<file path="config.mk">
export PLATFORM = sky130hd
export DESIGN_NAME = delay_timer_scheduler
export DESIGN_NICKNAME = d
export VERILOG_FILES = /design/src/rtl/delay_timer_pkg.sv /design/src/rtl/rr_arbiter.sv /design/src/rtl/delay_timer_scheduler.sv
export SDC_FILE = /design/constraint.sdc
export NUM_CORES = 1
export LEC_CHECK = 0
export BUFFER_PORTS_ARGS = -buffer_cell sky130_fd_sc_hd__buf_2
export CAP_MARGIN = 15
export CORE_MARGIN = 2
export CORE_UTILIZATION = 30
export DETAILED_ROUTE_END_ITERATION = 12
export REMOVE_ABC_BUFFERS = 1
export SYNTH_ARGS = -nofsm -noshare
export SYNTH_HDL_FRONTEND = slang
export SYNTH_SLANG_ARGS = --single-unit
</file>
<file path="constraint.sdc">
create_clock -name clk -period 2.4 [get_ports clk]
set_input_delay 0.24 -clock clk [delete_from_list [all_inputs] [get_ports clk]]
set_output_delay 0.24 -clock clk [all_outputs]
set_load 0.01 [all_outputs]
</file>
<file path="src/rtl/delay_timer_pkg.sv">
// Shared definitions for the delay timer scheduler.
// Contents: FSM state encoding, default parameter values, and the helper
// that sizes requester index fields.
package delay_timer_pkg;

  typedef enum logic [1:0] {
    IDLE  = 2'd0,
    GRANT = 2'd1,
    COUNT = 2'd2,
    DONE  = 2'd3
  } state_e;

  localparam int DEF_N_REQ    = 4;
  localparam int DEF_CNT_W    = 30;
  localparam int DEF_PRESCALE = 100000000;

  // Index width for n requesters. It never goes below 1, so that a
  // 2-requester build still gets a real index bit.
  function automatic int id_w(input int n);
    return (n > 2) ? $clog2(n) : 1;
  endfunction

endpackage

</file>
<file path="src/rtl/rr_arbiter.sv">
// Combinational round-robin arbiter.
// The lowest-index request at or after ptr_i wins. The search wraps from
// N_REQ-1 back to 0.
// Ports:
//   req_i   [N_REQ-1:0]  request vector
//   ptr_i   [ID_W-1:0]   priority pointer (highest-priority index)
//   gnt_o   [N_REQ-1:0]  one-hot winner (zero when no request)
//   idx_o   [ID_W-1:0]   winner index
//   valid_o              any request present
module rr_arbiter
  import delay_timer_pkg::*;
#(
  parameter int N_REQ = DEF_N_REQ,
  parameter int ID_W  = id_w(DEF_N_REQ)
) (
  input  logic [N_REQ-1:0] req_i,
  input  logic [ID_W-1:0]  ptr_i,
  output logic [N_REQ-1:0] gnt_o,
  output logic [ID_W-1:0]  idx_o,
  output logic             valid_o
);

  int pos;

  always_comb begin
    gnt_o   = '0;
    idx_o   = '0;
    valid_o = 1'b0;
    pos     = 0;
    for (int k = 0; k < N_REQ; k++) begin
      pos = int'(ptr_i) + k;
      if (pos >= N_REQ) begin
        pos = pos - N_REQ;
      end
      if (!valid_o && req_i[pos]) begin
        valid_o    = 1'b1;
        gnt_o[pos] = 1'b1;
        idx_o      = ID_W'(pos);
      end
    end
  end

endmodule

</file>
<file path="src/rtl/delay_timer_scheduler.sv">
// Shares one down-counting delay timer among N_REQ requesters.
// Requests are granted round-robin. The owner's length is loaded when the
// grant is issued, and done pulses to that owner when the count expires.
// Optional feature macro: PRESCALE_EN.
//   Defined:   the counter only steps on a prescaler tick, which comes once
//              every PRESCALE clocks.
//   Undefined: the counter steps every clock.
// Ports:
//   clk    system clock (posedge)
//   rst    asynchronous active-low reset
//   req    [N_REQ-1:0]        request levels
//   len    [N_REQ*CNT_W-1:0]  packed delay lengths, slice i = requester i
//   grant  [N_REQ-1:0]        one-hot 1-cycle grant pulse
//   done   [N_REQ-1:0]        one-hot 1-cycle expiry pulse
//   busy                      timer owned (GRANT/COUNT/DONE)
//   owner  [ID_W-1:0]         current owner index
module delay_timer_scheduler
  import delay_timer_pkg::*;
#(
  parameter int N_REQ = DEF_N_REQ,
  parameter int CNT_W = DEF_CNT_W
`ifdef PRESCALE_EN
  , parameter int PRESCALE = DEF_PRESCALE
`endif
) (
  input  logic                     clk,
  input  logic                     rst,
  input  logic [N_REQ-1:0]         req,
  input  logic [N_REQ*CNT_W-1:0]   len,
  output logic [N_REQ-1:0]         grant,
  output logic [N_REQ-1:0]         done,
  output logic                     busy,
  output logic [id_w(N_REQ)-1:0]   owner
);

  localparam int ID_W = id_w(N_REQ);

  state_e             state_q;
  logic [N_REQ-1:0]   grant_q;
  logic [N_REQ-1:0]   done_q;
  logic               busy_q;
  logic [ID_W-1:0]    owner_q;
  logic [ID_W-1:0]    ptr_q;
  logic [CNT_W-1:0]   cnt_q;

  logic [N_REQ-1:0]   win_oh_s;
  logic [ID_W-1:0]    win_idx_s;
  logic               win_valid_s;
  logic               tick_s;
  logic [CNT_W-1:0]   len_sel_s;
  logic [N_REQ-1:0]   owner_oh_s;

  rr_arbiter #(
    .N_REQ (N_REQ),
    .ID_W  (ID_W)
  ) u_arb (
    .req_i   (req),
    .ptr_i   (ptr_q),
    .gnt_o   (win_oh_s),
    .idx_o   (win_idx_s),
    .valid_o (win_valid_s)
  );

  // owner_q is already latched by the GRANT cycle, so it selects the
  // length slice that gets loaded there.
  assign len_sel_s  = len[int'(owner_q)*CNT_W +: CNT_W];
  assign owner_oh_s = {{(N_REQ-1){1'b0}}, 1'b1} << owner_q;

`ifdef PRESCALE_EN
  localparam int PS_W = (PRESCALE > 1) ? $clog2(PRESCALE) : 1;
  logic [PS_W-1:0] presc_q;

  assign tick_s = (presc_q == PS_W'(PRESCALE - 1));

  // The prescaler is cleared in GRANT. This makes the first tick land
  // exactly PRESCALE cycles after the grant.
  always_ff @(posedge clk or negedge rst) begin
    if (!rst) begin
      presc_q <= '0;
    end else if (state_q == GRANT) begin
      presc_q <= '0;
    end else if (state_q == COUNT) begin
      presc_q <= tick_s ? '0 : presc_q + PS_W'(1);
    end
  end
`else
  assign tick_s = 1'b1;
`endif

  always_ff @(posedge clk or negedge rst) begin
    if (!rst) begin
      state_q <= IDLE;
      grant_q <= '0;
      done_q  <= '0;
      busy_q  <= 1'b0;
      owner_q <= '0;
      ptr_q   <= '0;
      cnt_q   <= '0;
    end else begin
      case (state_q)
        IDLE: begin
          done_q  <= '0;
          grant_q <= '0;
          busy_q  <= 1'b0;
          if (win_valid_s) begin
            state_q <= GRANT;
            owner_q <= win_idx_s;
            grant_q <= win_oh_s;
            busy_q  <= 1'b1;
          end
        end
        GRANT: begin
          grant_q <= '0;
          cnt_q   <= len_sel_s;
          state_q <= COUNT;
        end
        COUNT: begin
          // Zero is checked before decrementing. A length of len therefore
          // takes len+1 ticks, and the counter never wraps.
          if (tick_s) begin
            if (cnt_q == '0) begin
              state_q <= DONE;
              done_q  <= owner_oh_s;
            end else begin
              cnt_q <= cnt_q - CNT_W'(1);
            end
          end
        end
        DONE: begin
          done_q  <= '0;
          busy_q  <= 1'b0;
          ptr_q   <= (owner_q == ID_W'(N_REQ - 1)) ? '0 : owner_q + ID_W'(1);
          state_q <= IDLE;
        end
        default: begin
          state_q <= IDLE;
          grant_q <= '0;
          done_q  <= '0;
          busy_q  <= 1'b0;
        end
      endcase
    end
  end

  assign grant = grant_q;
  assign done  = done_q;
  assign busy  = busy_q;
  assign owner = owner_q;

endmodule

</file>
# After elaboration in Yosys (flattened, before gate mapping)
# Index checks and enable logic that the tools add are counted.
[totals]
memories = 0
input_bits = 126
register_bits = 45
wordCells = 110
ramBits = 0
romBits = 0
latchBits = 0
[classes]
order_cmp = 12
bitwise_logic = 3
add_sub_neg = 9
n_eq_ne = 7
reduce_logical = 21
shifts = 2
div_mod_pow = 0
mux = 48
n_mul = 1
[ops]
columns = ["op", "count"]
rows = [
  ["$ge A32 B1 Y1 const B", 4],
  ["$lt A32 B4 Y1 const B", 4],
  ["$mux W32", 4],
  ["$shiftx A120 B8 Y30", 1],
  ["$ge A32 B4 Y1 const B", 3],
  ["$sub A32 B4 Y32 const B", 3],
  ["$pmux W30 S2", 1],
  ["$logic_not A30 Y1", 1],
  ["$mux W30", 1],
  ["$sub A30 B1 Y30 const B", 1],
  ["$mux W4", 6],
  ["$mux W1", 17],
  ["$pmux W4 S2", 2],
  ["$mux W2", 7],
  ["$or A4 B4 Y4", 3],
  ["$bmux W1 S2", 4],
  ["$demux W1 S2", 4],
  ["$pmux W2 S4", 1],
  ["$reduce_and A2 Y1", 4],
  ["$reduce_bool A2 Y1", 4],
  ["$logic_and A1 B1 Y1", 7],
  ["$add A2 B2 Y3 const B", 2],
  ["$eq A2 B2 Y1 const B", 3],
  ["$mul A2 B4 Y6 const B", 1],
  ["other kinds (12)", 15],
]

# Depth between registers and ports, before layout
[depth]
depth_word = 17
ltp_mapped = 8
depth_no_buf = 7

# By module
# From an unflattened synthesis, not the netlist that was laid out.
[hier_totals]
cells_unflattened = 378
area_unflattened_um2 = 3912.5
[modules_own_cells]
columns = ["module", "seq_area_each_um2", "n_inst", "area_each_um2", "cells_per_inst"]
rows = [
  ["delay_timer_scheduler", 1126.1, 1, 3452.1, 330],
  ["rr_arbiter", 0.0, 1, 460.4, 48],
]

# Least setup slack after synthesis
# Ideal clock, no wire load.
[synth_path]
path_kind = "register -> register"
from = "reg ptr_q[0]"
to = "reg grant_q[3] (netlist: grant[3])"
arrival_time_ns = 2.454
stages_incl_launch_ff = 9
path_slack_ns = -0.175
synth_period_minus_slack_ns = 2.575
t_required_ns = 2.279
cell_sequence = "dfrtp_1 -> buf_2 -> inv_1 -> ha_1 -> mux4_2 -> nor4_1 -> nand2b_1 -> nor2_1 -> a22o_1"
[synth_via]
elab_chain_len = 17
[synth_rtl]
columns = ["item", "line", "text"]
rows = [
  ["start: declaration", "delay_timer_scheduler.sv:43", "logic [ID_W-1:0] ptr_q;"],
  ["start signal: assignment", "delay_timer_scheduler.sv:132", "ptr_q <= (owner_q == ID_W'(N_REQ - 1)) ? '0 : owner_q + ID_W'(1);"],
  ["parallel branches: the longest is 15 deep, another holds $sub A32 B4 Y32", "--", ""],
  ["$mux W4 *", "delay_timer_scheduler.sv:105", "if (win_valid_s) begin"],
  ["$pmux W4 S2 *", "delay_timer_scheduler.sv:100", "case (state_q)"],
  ["end signal: assignment", "delay_timer_scheduler.sv:108", "grant_q <= win_oh_s;"],
  ["end: declaration", "delay_timer_scheduler.sv:39", "logic [N_REQ-1:0] grant_q;"],
]
# Every way passes the cells marked *. The select of a mux whose other input is x is not followed.
# A chain may end at the register's enable or synchronous reset.

# Worst setup path in the final report
[layout_path]
from = "reg ptr_q[1]"
to = "reg state_q[1]"
[layout_via]
elab_chain_len = 17
[layout_rtl]
columns = ["item", "line", "text"]
rows = [
  ["parallel branches: the longest is 14 deep, another holds $sub A32 B4 Y32", "--", ""],
  ["$mux W1 *", "rr_arbiter.sv:35", "if (!valid_o && req_i[pos]) begin"],
  ["$ne A2 B1 Y1 (no line) *", "--", ""],
  ["$reduce_and A2 Y1 (no line) *", "--", ""],
  ["end signal: assignment", "delay_timer_scheduler.sv:92", "state_q <= IDLE;"],
  ["end signal: assignment", "delay_timer_scheduler.sv:106", "state_q <= GRANT;"],
  ["end signal: assignment", "delay_timer_scheduler.sv:115", "state_q <= COUNT;"],
  ["end: declaration", "delay_timer_scheduler.sv:38", "state_e state_q;"],
]
# Marks and branches as above.

==> impl_results.md <==
* Rows at 41
* Leakage power at 2.14 nW
* RSZ-0062 raised after global routing: no
* Final setup skew at 0.00432 ns
* Hold WS at 0.395 ns
* # fillers at 1280
* Largest area contributor in the netlist: dfrtp_1
* CP Launch Type: flop
* Ant. Diodes at 0
* Final period util at 96.5%
* Min-delay src: len[0]
* Area Overhead vs Synth at 31.7%
* Initial Util at 30.4%
* Num CTS Buffers at 5
* Pwr Total at 0.00275 W
* CP Max Fanout at 4
* Gr ovfl total at 0
* Share of cells above drive strength 1 at 42.0%
* Die H at 116 um
* Total GRT Usage at 16.2%
* R2r setup slk at 0.08 ns
* Number of global-route vias before repair at 3539
* Syn Area/Cell at 10.0 um2
* PortBufs at 136
* H-Tree Depth at 2
* Reg-to-Reg End: state_q[1]$_DFFE_PN0P_
* PD cells at 550 nW/um2
* Setup TNS at 0 ns
* Fraction of registers with async set/reset at 100%
* Worst R2R Path Depth at 8
* Min-Delay Endpoint: cnt_q[0]$_DFFE_PN0P_
* Min Tclk post-route at 2.32 ns
* Initial antenna violation count at 0
* Peak VDD IR at 0.244 mV
* Final ANT Viol Nets at 0
* Total number of vias at 3758
* Worst-margin pin slew at 1.02 ns
* Largest net degree at the start of global routing at 31
* Clk_lat worst skew at 0.28 ns
* Maximum clock frequency at 432 MHz
* Clk slew on worst S/H paths at 0.06 ns
* Util after Layout at 40.0%
* CP startpoint: ptr_q[1]$_DFFE_PN0N_
* Post-Synthesis Cells at 379
* Rel. slew slack at 32.1%
* Detailed Route WL at 11000 um
* Post-place setup slack at 0.0912 ns
* Mapped Area at 3790 um2
* Critical path class: reg -> reg
* Slew Limit Fails at 0
* Status: completed
* Ys Warns at 0
* Setup crit end kind: flop
* Worst r2r src: ptr_q[1]$_DFFE_PN0N_
* DRC Markers at 0
* Die Wd at 116 um
* Main synth FF type: dfrtp_1
* CTS tree: done
* Final setup vio count at 0
* Seq. cell area at 1130 um2
* Share of the synthesized area in the top cell type at 29.7%
* I/O pin cnt at 137
* Die ar. at 13500 um2
* Register area share after synthesis at 29.7%
* Multi-input gate area at 2510 um2
* Placer Congestion at 0.854
* Hold depth at 3
* Final hold violations at 0
* Root Buffer: clkbuf_16
* Drt initial violations at 220
* Worst EP arrival at 2.48 ns
* Vias/cell at 5.35
* Core Area at 12500 um2
* Yosys cell types at 59
* Post-synthesis register bit count at 45
* MaxCap Viol Count at 0
* CTS Sinks at 45
* Number of detailed-route iterations in the first pass at 4
* Hpwl dp at 8660 um
* WP data required at 2.57 ns
* Final net count at 669
* Hold Crit Class: in -> reg
* PnR worst setup slack at 0.0834 ns
* EDFF count, synth at 0
* Max Root-Sink Buffers at 2
* WL/cell at 15.6 um
* Synth top area cells: dfrtp_1, mux4_2, ha_1
* First-pass GRT wire length at 17400 um
==> cell families after synthesis <==
logic type / synth area share, %
AND/OR/NAND/NOR: 21.1
AO/OA/AOI/OAI: 17.6
flip-flops: 29.7
multiplexers: 23.0
buffers and inverters: 4.23
adder cells (fa/ha/maj): 4.29
==> synthesized netlist by cell type, drive strengths merged, types with 10 or more instances <==
| master | n |
|---|---|
| nand4 | 10 |
| mux4 | 34 |
| nor4 | 10 |
| nand2 | 38 |
| ha | 13 |
| buf | 12 |
| nand3 | 21 |
| inv | 12 |
| nor2b | 12 |
| nor2 | 21 |
| clkbuf | 13 |
| dfrtp | 45 |
| a21oi | 16 |
| o21ai | 19 |
==> per-stage QoR <==
stage / instances / cell area, um2
6_report: 703 / 4990
5_1_grt: 703 / 4990
4_1_cts: 703 / 4980
3_5_place_dp: 694 / 4840
3_3_place_gp: 694 / 4840
2_1_floorplan: 354 / 3670
==> area by class of cell <==
type | count | share of cell area, %
Multi-Input combinational cell | 297 | 50.3
Sequential cell | 45 | 22.6
Timing Repair Buffer | 169 | 19.1
Tap cell | 172 | 4.31
Clock buffer | 8 | 2.73
Inverter | 12 | 0.902
==> metal layers <==
metal	GRT usage, %	share of wire, %	up-vias
met5	0	0	-
met4	3.49	0.96	0
met3	2.23	5.0	8
met2	27.4	49	115
met1	22.1	46	1823
li1	-	-	1812
==> layout by cell type (no fill, tap or decap), types with 2 or more instances in the layout <==
cell and n:
a21oi_1 16, mux2i_1 7, or4_1 4, ha_1 13, buf_12 2, nand4_1 10
buf_2 136, o21ai_0 19, a221oi_1 4, nand2_2 2, o22a_1 2, nand2b_1 2
dfrtp_1 44, o31ai_1 3, and3_1 2, mux2_2 2, nor2b_1 12, o211ai_1 9
or3_1 7, clkbuf_16 5, nand2_1 36, a31oi_1 8, nand3_1 20, nor3_1 8
nor2_1 21, o311ai_0 6, a22o_1 4, nor4_1 7, o22ai_1 3, a32o_1 2
and2_1 2, clkbuf_1 3, buf_4 30, a211oi_1 6, mux4_2 34, o2bb2ai_1 2
nor4_2 2, inv_1 12
==> worst max path at each step <==
stage	slack, ns	endpoint
finish	0.08	state_q[1]$_DFFE_PN0P_
global route	0.0004	cnt_q[20]$_DFFE_PN0P_
CTS	0.08	state_q[1]$_DFFE_PN0P_
detailed placement	0.09	state_q[1]$_DFFE_PN0P_
global placement	0.12	state_q[1]$_DFFE_PN0P_
floorplan	-0.26	cnt_q[27]$_DFFE_PN0P_
==> repair_timing <==
item,4_1_cts,5_1_grt
hold buffers,1,0
hold endpoints to repair,15,0
endpoints found under the setup margin,0,6
setup buffers,0,0
resized for setup,0,1
==> state kept, by name, indices dropped and copies added (netlist names) <==
name and count:
cnt_q 30, ptr_q 2, state_q 2, grant 4, busy 1, owner 2
done 4
==> power by group <==
group	internal [W]	switching (W)	total [W]
sequential	0.000957	0.000269	0.00123
combinational	0.000459	0.000395	0.000854
clock	0.000388	0.000277	0.000665
==> critical path, stage by stage (launching register included) <==
cell     delay, ns
dfrtp_1       0.34
inv_1         0.07
ha_1          0.35
mux4_2        0.54
nor4_1        0.30
buf_4         0.16
nand2_1       0.06
nand2_2       0.09
mux2_4        0.29
Power figures use the tool's default switching activity.
